$ cat config.mk
export PLATFORM = sky130hd
export DESIGN_NAME = hazard_scoreboard
export DESIGN_NICKNAME = d
export VERILOG_FILES = /design/src/rtl/riscv_types_pkg.sv /design/src/rtl/hazard_scoreboard_fwd_select.sv /design/src/rtl/hazard_scoreboard.sv
export SDC_FILE = /design/constraint.sdc
export NUM_CORES = 1
export LEC_CHECK = 0
export CORE_MARGIN = 1.5
export CORE_UTILIZATION = 57
export DETAILED_ROUTE_END_ITERATION = 10
export PLACE_DENSITY = 0.91
export SLEW_MARGIN = 10
export SYNTH_ARGS = -nofsm -noshare
export SYNTH_HDL_FRONTEND = slang
export SYNTH_SLANG_ARGS = --single-unit
$ cat constraint.sdc
create_clock -name clk_i -period 7 [get_ports clk_i]
set_input_delay 2.1 -clock clk_i [delete_from_list [all_inputs] [get_ports clk_i]]
set_output_delay 2.1 -clock clk_i [all_outputs]
set_load 0.02 [all_outputs]
$ cat src/rtl/riscv_types_pkg.sv
// Shared RV32IM pipeline types used by the hazard scoreboard and its forwarding selectors.
package riscv_types_pkg;

  localparam int unsigned SB_TAG_W  = 5;
  localparam int unsigned FWD_SEL_W = 5;

  // Wide enough for any legal completion-port count; narrower tags are zero-extended.
  typedef logic [SB_TAG_W-1:0]  sb_tag_t;
  typedef logic [FWD_SEL_W-1:0] fwd_sel_t;

  localparam fwd_sel_t FWD_SEL_REG = '0;

  typedef enum logic [1:0] {
    HZ_NONE,
    HZ_RAW,
    HZ_WAW,
    HZ_CAP
  } hz_cause_e;

endpackage

$ cat src/rtl/hazard_scoreboard_fwd_select.sv
// Priority-match encoder: picks the youngest bypass stage whose destination matches the source.
module fwd_select
  import riscv_types_pkg::*;
#(
  parameter int unsigned NUM_FWD = 2,
  parameter int unsigned SEL_W   = $clog2(NUM_FWD + 1)
) (
  input  logic [4:0]           src_i,
  input  logic [NUM_FWD-1:0]   fwd_valid_i,
  input  logic [NUM_FWD*5-1:0] fwd_rd_i,
  output logic [SEL_W-1:0]     sel_o
);

  logic hit;

  always_comb begin
    sel_o = SEL_W'(FWD_SEL_REG);
    hit   = 1'b0;
    for (int unsigned k = 0; k < NUM_FWD; k++) begin
      if (!hit && (src_i != 5'd0) && fwd_valid_i[k] && (fwd_rd_i[k*5 +: 5] == src_i)) begin
        sel_o = SEL_W'(k + 1);
        hit   = 1'b1;
      end
    end
  end

endmodule

$ cat src/rtl/hazard_scoreboard.sv
// Register scoreboard for long-latency writers plus N-stage operand forwarding select.
// Optional stall-cause counters are enabled by defining HAZARD_SB_PERF_EN.
module hazard_scoreboard
  import riscv_types_pkg::*;
#(
  parameter int unsigned NUM_CMPL     = 2,
  parameter int unsigned MAX_INFLIGHT = 4,
  parameter int unsigned NUM_FWD      = 2,
  localparam int unsigned TAG_W = (NUM_CMPL > 1) ? $clog2(NUM_CMPL) : 1,
  localparam int unsigned SEL_W = $clog2(NUM_FWD + 1),
  localparam int unsigned CNT_W = $clog2(MAX_INFLIGHT + 1)
) (
  input  logic                  clk_i,
  input  logic                  rst_ni,
  input  logic                  issue_valid_i,
  output logic                  issue_ready_o,
  input  logic [4:0]            issue_rs1_i,
  input  logic [4:0]            issue_rs2_i,
  input  logic [4:0]            issue_rd_i,
  input  logic                  issue_rd_we_i,
  input  logic                  issue_long_i,
  input  logic [TAG_W-1:0]      issue_tag_i,
  input  logic                  kill_i,
  input  logic [NUM_CMPL-1:0]   cmpl_valid_i,
  input  logic [NUM_CMPL*5-1:0] cmpl_rd_i,
  input  logic [NUM_FWD-1:0]    fwd_valid_i,
  input  logic [NUM_FWD*5-1:0]  fwd_rd_i,
  input  logic [4:0]            ex_rs1_i,
  input  logic [4:0]            ex_rs2_i,
  output logic [SEL_W-1:0]      fwd_a_sel_o,
  output logic [SEL_W-1:0]      fwd_b_sel_o,
  output logic                  stall_o,
  output logic [CNT_W-1:0]      inflight_o,
  output logic                  sb_err_o
`ifdef HAZARD_SB_PERF_EN
  ,
  output logic [31:0]           stall_raw_cnt_o,
  output logic [31:0]           stall_waw_cnt_o,
  output logic [31:0]           stall_cap_cnt_o
`endif
);

  logic [31:0]      pending_q, pending_d;
  sb_tag_t          tag_q [32];
  logic [CNT_W-1:0] inflight_q, inflight_d;
  logic [CNT_W-1:0] ndec;
  logic             err_q, err_d;
  logic [4:0]       cr;
  logic             raw, waw, cap, alloc;
  hz_cause_e        cause;

  always_comb begin
    raw   = ((issue_rs1_i != 5'd0) && pending_q[issue_rs1_i]) ||
            ((issue_rs2_i != 5'd0) && pending_q[issue_rs2_i]);
    waw   = issue_rd_we_i && (issue_rd_i != 5'd0) && pending_q[issue_rd_i];
    cap   = issue_long_i && (inflight_q == CNT_W'(MAX_INFLIGHT));
    cause = HZ_NONE;
    if (issue_valid_i) begin
      if (raw)      cause = HZ_RAW;
      else if (waw) cause = HZ_WAW;
      else if (cap) cause = HZ_CAP;
    end
  end

  assign stall_o       = (cause != HZ_NONE);
  assign issue_ready_o = !stall_o;
  assign alloc = issue_valid_i && !stall_o && !kill_i &&
                 issue_long_i && issue_rd_we_i && (issue_rd_i != 5'd0);

  // Every port is judged against registered state, so two ports naming the same
  // register can retire it at most once (tag matches one port only).
  always_comb begin
    pending_d = pending_q;
    err_d     = err_q;
    ndec      = '0;
    cr        = '0;
    for (int unsigned p = 0; p < NUM_CMPL; p++) begin
      cr = cmpl_rd_i[p*5 +: 5];
      if (cmpl_valid_i[p]) begin
        if ((cr != 5'd0) && pending_q[cr] && (tag_q[cr] == sb_tag_t'(p))) begin
          pending_d[cr] = 1'b0;
          ndec          = ndec + CNT_W'(1);
        end else begin
          err_d = 1'b1;
        end
      end
    end
    if (alloc) pending_d[issue_rd_i] = 1'b1;
    inflight_d = inflight_q + CNT_W'(alloc) - ndec;
  end

  always_ff @(posedge clk_i) begin
    if (!rst_ni) begin
      pending_q  <= '0;
      inflight_q <= '0;
      err_q      <= 1'b0;
      for (int unsigned i = 0; i < 32; i++) tag_q[i] <= '0;
    end else begin
      pending_q  <= pending_d;
      inflight_q <= inflight_d;
      err_q      <= err_d;
      if (alloc) tag_q[issue_rd_i] <= sb_tag_t'(issue_tag_i);
    end
  end

  assign inflight_o = inflight_q;
  assign sb_err_o   = err_q;

  fwd_select #(.NUM_FWD(NUM_FWD), .SEL_W(SEL_W)) u_fwd_a (
    .src_i       (ex_rs1_i),
    .fwd_valid_i (fwd_valid_i),
    .fwd_rd_i    (fwd_rd_i),
    .sel_o       (fwd_a_sel_o)
  );

  fwd_select #(.NUM_FWD(NUM_FWD), .SEL_W(SEL_W)) u_fwd_b (
    .src_i       (ex_rs2_i),
    .fwd_valid_i (fwd_valid_i),
    .fwd_rd_i    (fwd_rd_i),
    .sel_o       (fwd_b_sel_o)
  );

`ifdef HAZARD_SB_PERF_EN
  logic [31:0] raw_cnt_q, waw_cnt_q, cap_cnt_q;

  always_ff @(posedge clk_i) begin
    if (!rst_ni) begin
      raw_cnt_q <= '0;
      waw_cnt_q <= '0;
      cap_cnt_q <= '0;
    end else begin
      unique case (cause)
        HZ_RAW:  if (raw_cnt_q != '1) raw_cnt_q <= raw_cnt_q + 32'd1;
        HZ_WAW:  if (waw_cnt_q != '1) waw_cnt_q <= waw_cnt_q + 32'd1;
        HZ_CAP:  if (cap_cnt_q != '1) cap_cnt_q <= cap_cnt_q + 32'd1;
        default: ;
      endcase
    end
  end

  assign stall_raw_cnt_o = raw_cnt_q;
  assign stall_waw_cnt_o = waw_cnt_q;
  assign stall_cap_cnt_o = cap_cnt_q;
`endif

endmodule

---- After elaboration in Yosys (flattened, before gate mapping) ----
Memory sizes are Yosys's and may differ from the RTL's.
Cells that the tools add are included.
word-level totals
  logic and storage cells ................. 114
  memory bits (writable) .................. 32
  output and inout port bits .............. 10
  input bits .............................. 56
  bits in registers ....................... 36
  memories kept ........................... 1
memories
  name   depth  width  rd ports  clocked after Yosys merged registers in  write ports  RTL line                 source
  tag_q  32     1      2         0                                        32           hazard_scoreboard.sv:44  sb_tag_t tag_q [32];
operators by class
  muxes and demuxes ....................... 46
  add/subtract/negate cells ............... 3
  bitwise gates (word level) .............. 5
  reduce and logical (&&, ||, !) cells .... 42
  equality and inequality tests ........... 6
  $lt $le $gt $ge ......................... 8
operators with widths
  kind                 number
  $mux 32              5
  $and 32x32->32       2
  $not 32->32          2
  $reduce_bool 5->1    7
  $or 32x32->32        1
  $lt 5x6->1 const B   5
  $logic_and 1x1->1    27
  $bmux 1 s5           5
  $mux 1               24
  $eq 5x5->1           4
  $demux 1 s5          3
  $ge 5x1->1 const B   3
  $mux 2               6
  $mux 3               2
  $eq 5x1->1 const B   1
  $logic_not 5->1      1
  $mux 5               1
  $logic_not 1->1      4
  $add 3x1->3          1
  $add 3x1->3 const B  1
  $eq 3x3->1 const B   1
  $sub 3x3->3          1
  $reduce_bool 2->1    1
  $logic_or 1x1->1     1
  $reduce_or 1->1      1

---- Longest topological paths before layout ----
  word-level depth ........................ 18
  mapped depth ............................ 20
  gate-level depth less buffers ........... 17

---- Cells and area by module ----
A second synthesis with hierarchy kept.
second synthesis, totals
  cells, all modules ...................... 617
  area total of the unflattened synthesis .. 5,407.7 um^2
by module, submodules not included
  module             cells each  seq. area each (um^2)  area each (um^2)  times used
  hazard_scoreboard  581         1,341.3                5,129.9           1
  fwd_select         18          0.0                    138.9             2

---- Least setup slack after synthesis ----
Ideal clock, no wire load.
  kind .................................... in2out
  start point ............................. input port issue_rs1_i[0]
  end point ............................... output port stall_o
  data required time ...................... 4,900 ps
  data arrival time ....................... 4,388 ps
  path buffers ............................ 1
  cell stages on the path ................. 8
  path slack .............................. 512 ps
  cell sequence ........................... buf_2 -> mux4_2 -> mux2_2 -> nand3b_1 -> nand4_1 -> or2_2 -> o21ai_0 -> inv_1
on the way
  longest elaborated chain between the ends .. 7
  elaborated cells between the ends (all ways) .. 8
  those cells by class .................... mux: 4; reduce/logical: 4
ends and longest elaborated chain
  item                          RTL line                 source
  from (decl)                   hazard_scoreboard.sv:17  input logic [4:0] issue_rs1_i,
  $bmux 1 s5                    hazard_scoreboard.sv:53  raw = ((issue_rs1_i != 5'd0) && pending_q[issue_rs1_i]) ||
  $mux 1 (not written as such)  hazard_scoreboard.sv:53
  $logic_and 1x1->1 (*)         hazard_scoreboard.sv:53
  $logic_or 1x1->1 (*)          hazard_scoreboard.sv:53
  $mux 2 (*)                    hazard_scoreboard.sv:59  if (raw) cause = HZ_RAW;
  $mux 2 (*)                    hazard_scoreboard.sv:58  if (issue_valid_i) begin
  $reduce_bool 2->1 (*)         hazard_scoreboard.sv:65  assign stall_o = (cause != HZ_NONE);
  to (decl)                     hazard_scoreboard.sv:32  output logic stall_o,
Mark *: on every way between the ends. The rest lies on a longest branch, timed or not. The select of a mux whose other input is x is not followed.

---- Final worst setup path ----
  start point ............................. input port issue_rs1_i[0]
  end point ............................... output port issue_ready_o
on the way
  longest elaborated chain between the ends .. 8
  elaborated cells between the ends (all ways) .. 9
  those cells by class .................... mux: 4; reduce/logical: 5
ends and longest elaborated chain
  item                          RTL line                 source
  $bmux 1 s5                    hazard_scoreboard.sv:53
  $mux 1 (not written as such)  hazard_scoreboard.sv:53
  $logic_and 1x1->1 (*)         hazard_scoreboard.sv:53
  $logic_or 1x1->1 (*)          hazard_scoreboard.sv:53
  $mux 2 (*)                    hazard_scoreboard.sv:59
  $mux 2 (*)                    hazard_scoreboard.sv:58
  $reduce_bool 2->1 (*)         hazard_scoreboard.sv:65
  $logic_not 1->1 (*)           hazard_scoreboard.sv:66  assign issue_ready_o = !stall_o;
  to (decl)                     hazard_scoreboard.sv:16  output logic issue_ready_o,
Marks and branches as above.

==> impl_metrics.toml <==
[clock_tree]
tritoncts = "built"
h-tree-depth = 3
numCtsBuffers = 9
cts-hold-fix-buffers = 0
clock-root-buffer = "clkbuf_8"
clock_sinks = 67
path_clk_slew_ns = 0.08
worstSkewPairLatency_ns = 0.36
cts.path.max_buffers = 2

[layout]
syn_to_final_growth_pct = 19.2
drive_above_1_share_pct = 15.3
final_cell_area_sq_um = 6580
finalNonFillerCells = 828
fin_nets = 755
num_antenna_cells = 0

[detailed_routing]
postRouteAntennaNets = 0
drc_errors = 0
drt-vias-per-instance = 7.06
routed_wirelength_mm = 19.9
drt_pass1_iterations = 8
routedWlPerCell_um = 24.0
num_vias = 5845
drtIter0Drc = 748

[global_route]
grt_usage_pct = 39.9
grt_antenna_before_repair = 0
overflow = 0
grt_pass1_wl_mm = 31.0
grt_start_max_net_pins = 68
first_global_vias = 5611

[timing]
fmax_ghz = 0.148
rsz0062_at_grt = "no"
period_needed_ns = 6.75
tns_ns = 0
slew_violations = 0
period_share_pct = 96.4
setup_viol = 0
finalHoldViolations = 0
maxSlewHeadroom_pct = 5.87
fin_skew_ns = 0.0132
worst_pin_slew_ns = 1.41

[pwr]
leakagePower_nw = 2.73
power_uw = 932
switchingPower_uw = 283
seqPwrFrac_pct = 41.5
peakVddDrop_uv = 97.3
pwr-share-clk_pct = 37.6
swShare_pct = 30.4
p_int_uw = 648
pwr-share-comb_pct = 20.9
powerDensity_nw_per_um2 = 142

[critical_path]
required_ns = 4.90
r2r-start = "tag_q[7]$_DFF_P_"
cp_max_fo = 9
r2r_cells = 17
crit_path_end = "issue_ready_o"
worst_ep_arrival_time_ns = 4.65
crit_path_end_kind = "primary output"
critPathKind = "primary input to primary output"
start_kind = "primary input"
r2r_setup_slack_ns = 3.14
reg2reg_to = "inflight_o[2]$_SDFF_PN0_"
startpoint = "issue_rs1_i[0]"

[floorplan]
initial_core_util_pct = 59.2
dieArea_sq_um = 10300
num_rows = 35
die_y_um = 101
core_area_sq_um = 9330
die_w_um = 101
ioPinCount = 66

[logic_synthesis]
netlist_instances = 636
yosys_most_used_dff = "dfxtp_1"
avgSynthCellArea_sq_um = 8.69
ys_warn_count = 0
ys_seq_area_share_pct = 24.3
async_flop_share_pct = 0
yosysUniqueCellTypes = 62
synthesis.nets = 697
synth-edff-count = 0
syn-cell-area_sq_um = 5520
ys_ff_latch = 67

[job]
cap_violations = 0

[placement]
dpl.hpwl_mm = 14.7
io_buffers = 65
place.gp.congestion = 1.07
placed_area_sq_um = 6370
dp.cells = 812

[status]
outcome = "complete, no violations"

[worst_hold_path]
hold_class = "flip-flop to flip-flop"
## state kept, by name, indices dropped and copies added (netlist names)
| register | count |
|---|---|
| pending_q | 32 |
| inflight_o | 3 |
| tag_q | 31 |
| sb_err_o | 1 |
## repair_timing
item | in CTS | in global routing
buffers inserted | 0 | 0
hold endpoints to repair | 0 | 0
endpoints found under the setup margin | 2 | 1
gates cloned | 0 | 0
resized for setup | 3 | 3
## stage by stage
step / hold WS [ns] / setup WS (ns) / utilization [%]
detailed placement: 0.460 / -0.149 / 68.3
CTS: 0.480 / 0.0260 / 70.5
global route: 0.490 / 0.146 / 70.6
global placement: 0.449 / -0.0148 / 68.3
finish: 0.476 / 0.252 / 70.6
floorplan: 0.444 / 0.512 / -
## worst min-delay path by stage
stage	depth (start not counted)	slack, ns	end	startpoint
after detailed placement	1	0.46	sb_err_o$_SDFF_PN0_	sb_err_o$_SDFF_PN0_
after CTS	1	0.48	sb_err_o$_SDFF_PN0_	sb_err_o$_SDFF_PN0_
after global placement	1	0.45	sb_err_o$_SDFF_PN0_	sb_err_o$_SDFF_PN0_
after global routing	1	0.49	sb_err_o$_SDFF_PN0_	sb_err_o$_SDFF_PN0_
final	2	0.48	tag_q[11]$_DFF_P_	tag_q[11]$_DFF_P_
after floorplan	2	0.44	tag_q[30]$_DFF_P_	tag_q[30]$_DFF_P_
## routing by layer
layer	track usage [%]	vias to the layer above	routed length (um)
met5	0	-	0
met4	19.2	0	1090
li1	-	2515	-
met1	50.0	2698	7240
met2	62.4	510	8890
met3	12.4	122	2660
## cell usage in the layout (no fill, tap or decap), types with 6 or more instances in the layout
cell type / count
inv_1: 11
nand2b_1: 10
o22ai_1: 11
dfxtp_1: 67
buf_4: 33
nor4_1: 6
nand3_1: 25
clkbuf_8: 10
mux2_2: 18
a21oi_1: 9
nor3b_1: 9
nor2_1: 30
nand2_1: 108
nand3b_1: 13
xnor2_1: 17
mux4_2: 22
mux2i_1: 80
o21ai_0: 6
nand4_1: 24
clkdlybuf4s50_1: 59
a221o_1: 24
## Yosys cell counts (all sizes together), types with 3 or more instances
cell type | count | area, sq um
o21bai | 4 | 30.0
a221o | 24 | 240
a22o | 3 | 26.3
nor2 | 30 | 113
a21oi | 9 | 45.0
nand2 | 108 | 405
nand3 | 25 | 125
mux4 | 22 | 495
mux2 | 18 | 203
xnor2 | 17 | 149
nand4 | 24 | 150
ha | 4 | 50.1
nor4 | 13 | 145
and2 | 3 | 18.8
and3b | 4 | 35.0
xor2 | 5 | 43.8
or3 | 5 | 31.3
o21ai | 8 | 40.0
buf | 20 | 105
or3b | 5 | 43.8
nand3b | 13 | 97.6
nor3 | 4 | 20.0
a22oi | 3 | 22.5
o31ai | 3 | 22.5
dfxtp | 67 | 1340
inv | 11 | 41.3
and3 | 3 | 18.8
mux2i | 80 | 801
nor2b | 3 | 18.8
or4 | 5 | 41.3
o22a | 3 | 26.3
o22ai | 11 | 68.8
nor3b | 9 | 67.6
nand2b | 10 | 62.6
a221oi | 4 | 35.0
clkbuf | 31 | 116
## power groups by stage
stage                     sequential, mW  combinational (mW)  clock, mW
after floorplan                    0.398               0.105          0
after global routing               0.387               0.205      0.368
after global placement             0.395               0.184          0
after CTS                          0.387               0.191      0.354
after detailed placement           0.396               0.190          0
final                              0.387               0.194      0.351
## cell type report
cell class | instances | area, sq um
multi-input combinational | 507 | 3940
clock buffer | 10 | 138
timing repair buffer | 98 | 891
fill | 727 | 2740
sequential | 67 | 1340
inverter | 11 | 41.3
clock inverter | 6 | 71.3
tap | 129 | 161
## critical path, stage by stage
cell             delay (ns)
clkdlybuf4s50_1        0.45
buf_4                  0.18
mux4_2                 0.50
mux2_2                 0.28
nand3b_1               0.10
o2111ai_1              0.14
or2_2                  0.32
o21ai_1                0.22
dlygate4sd2_1          0.36
## cells by family after synthesis
family,after synthesis,share of synthesized area [%]
XOR/XNOR,22,3.49
buffers and inverters,62,4.76
multiplexers,120,27.1
AO/OA/AOI/OAI,88,12.5
adder cells (fa/ha/maj),5,1.27
AND/OR/NAND/NOR,272,26.6
flip-flops,67,24.3
Note: power is estimated with default switching activity, not from simulation.
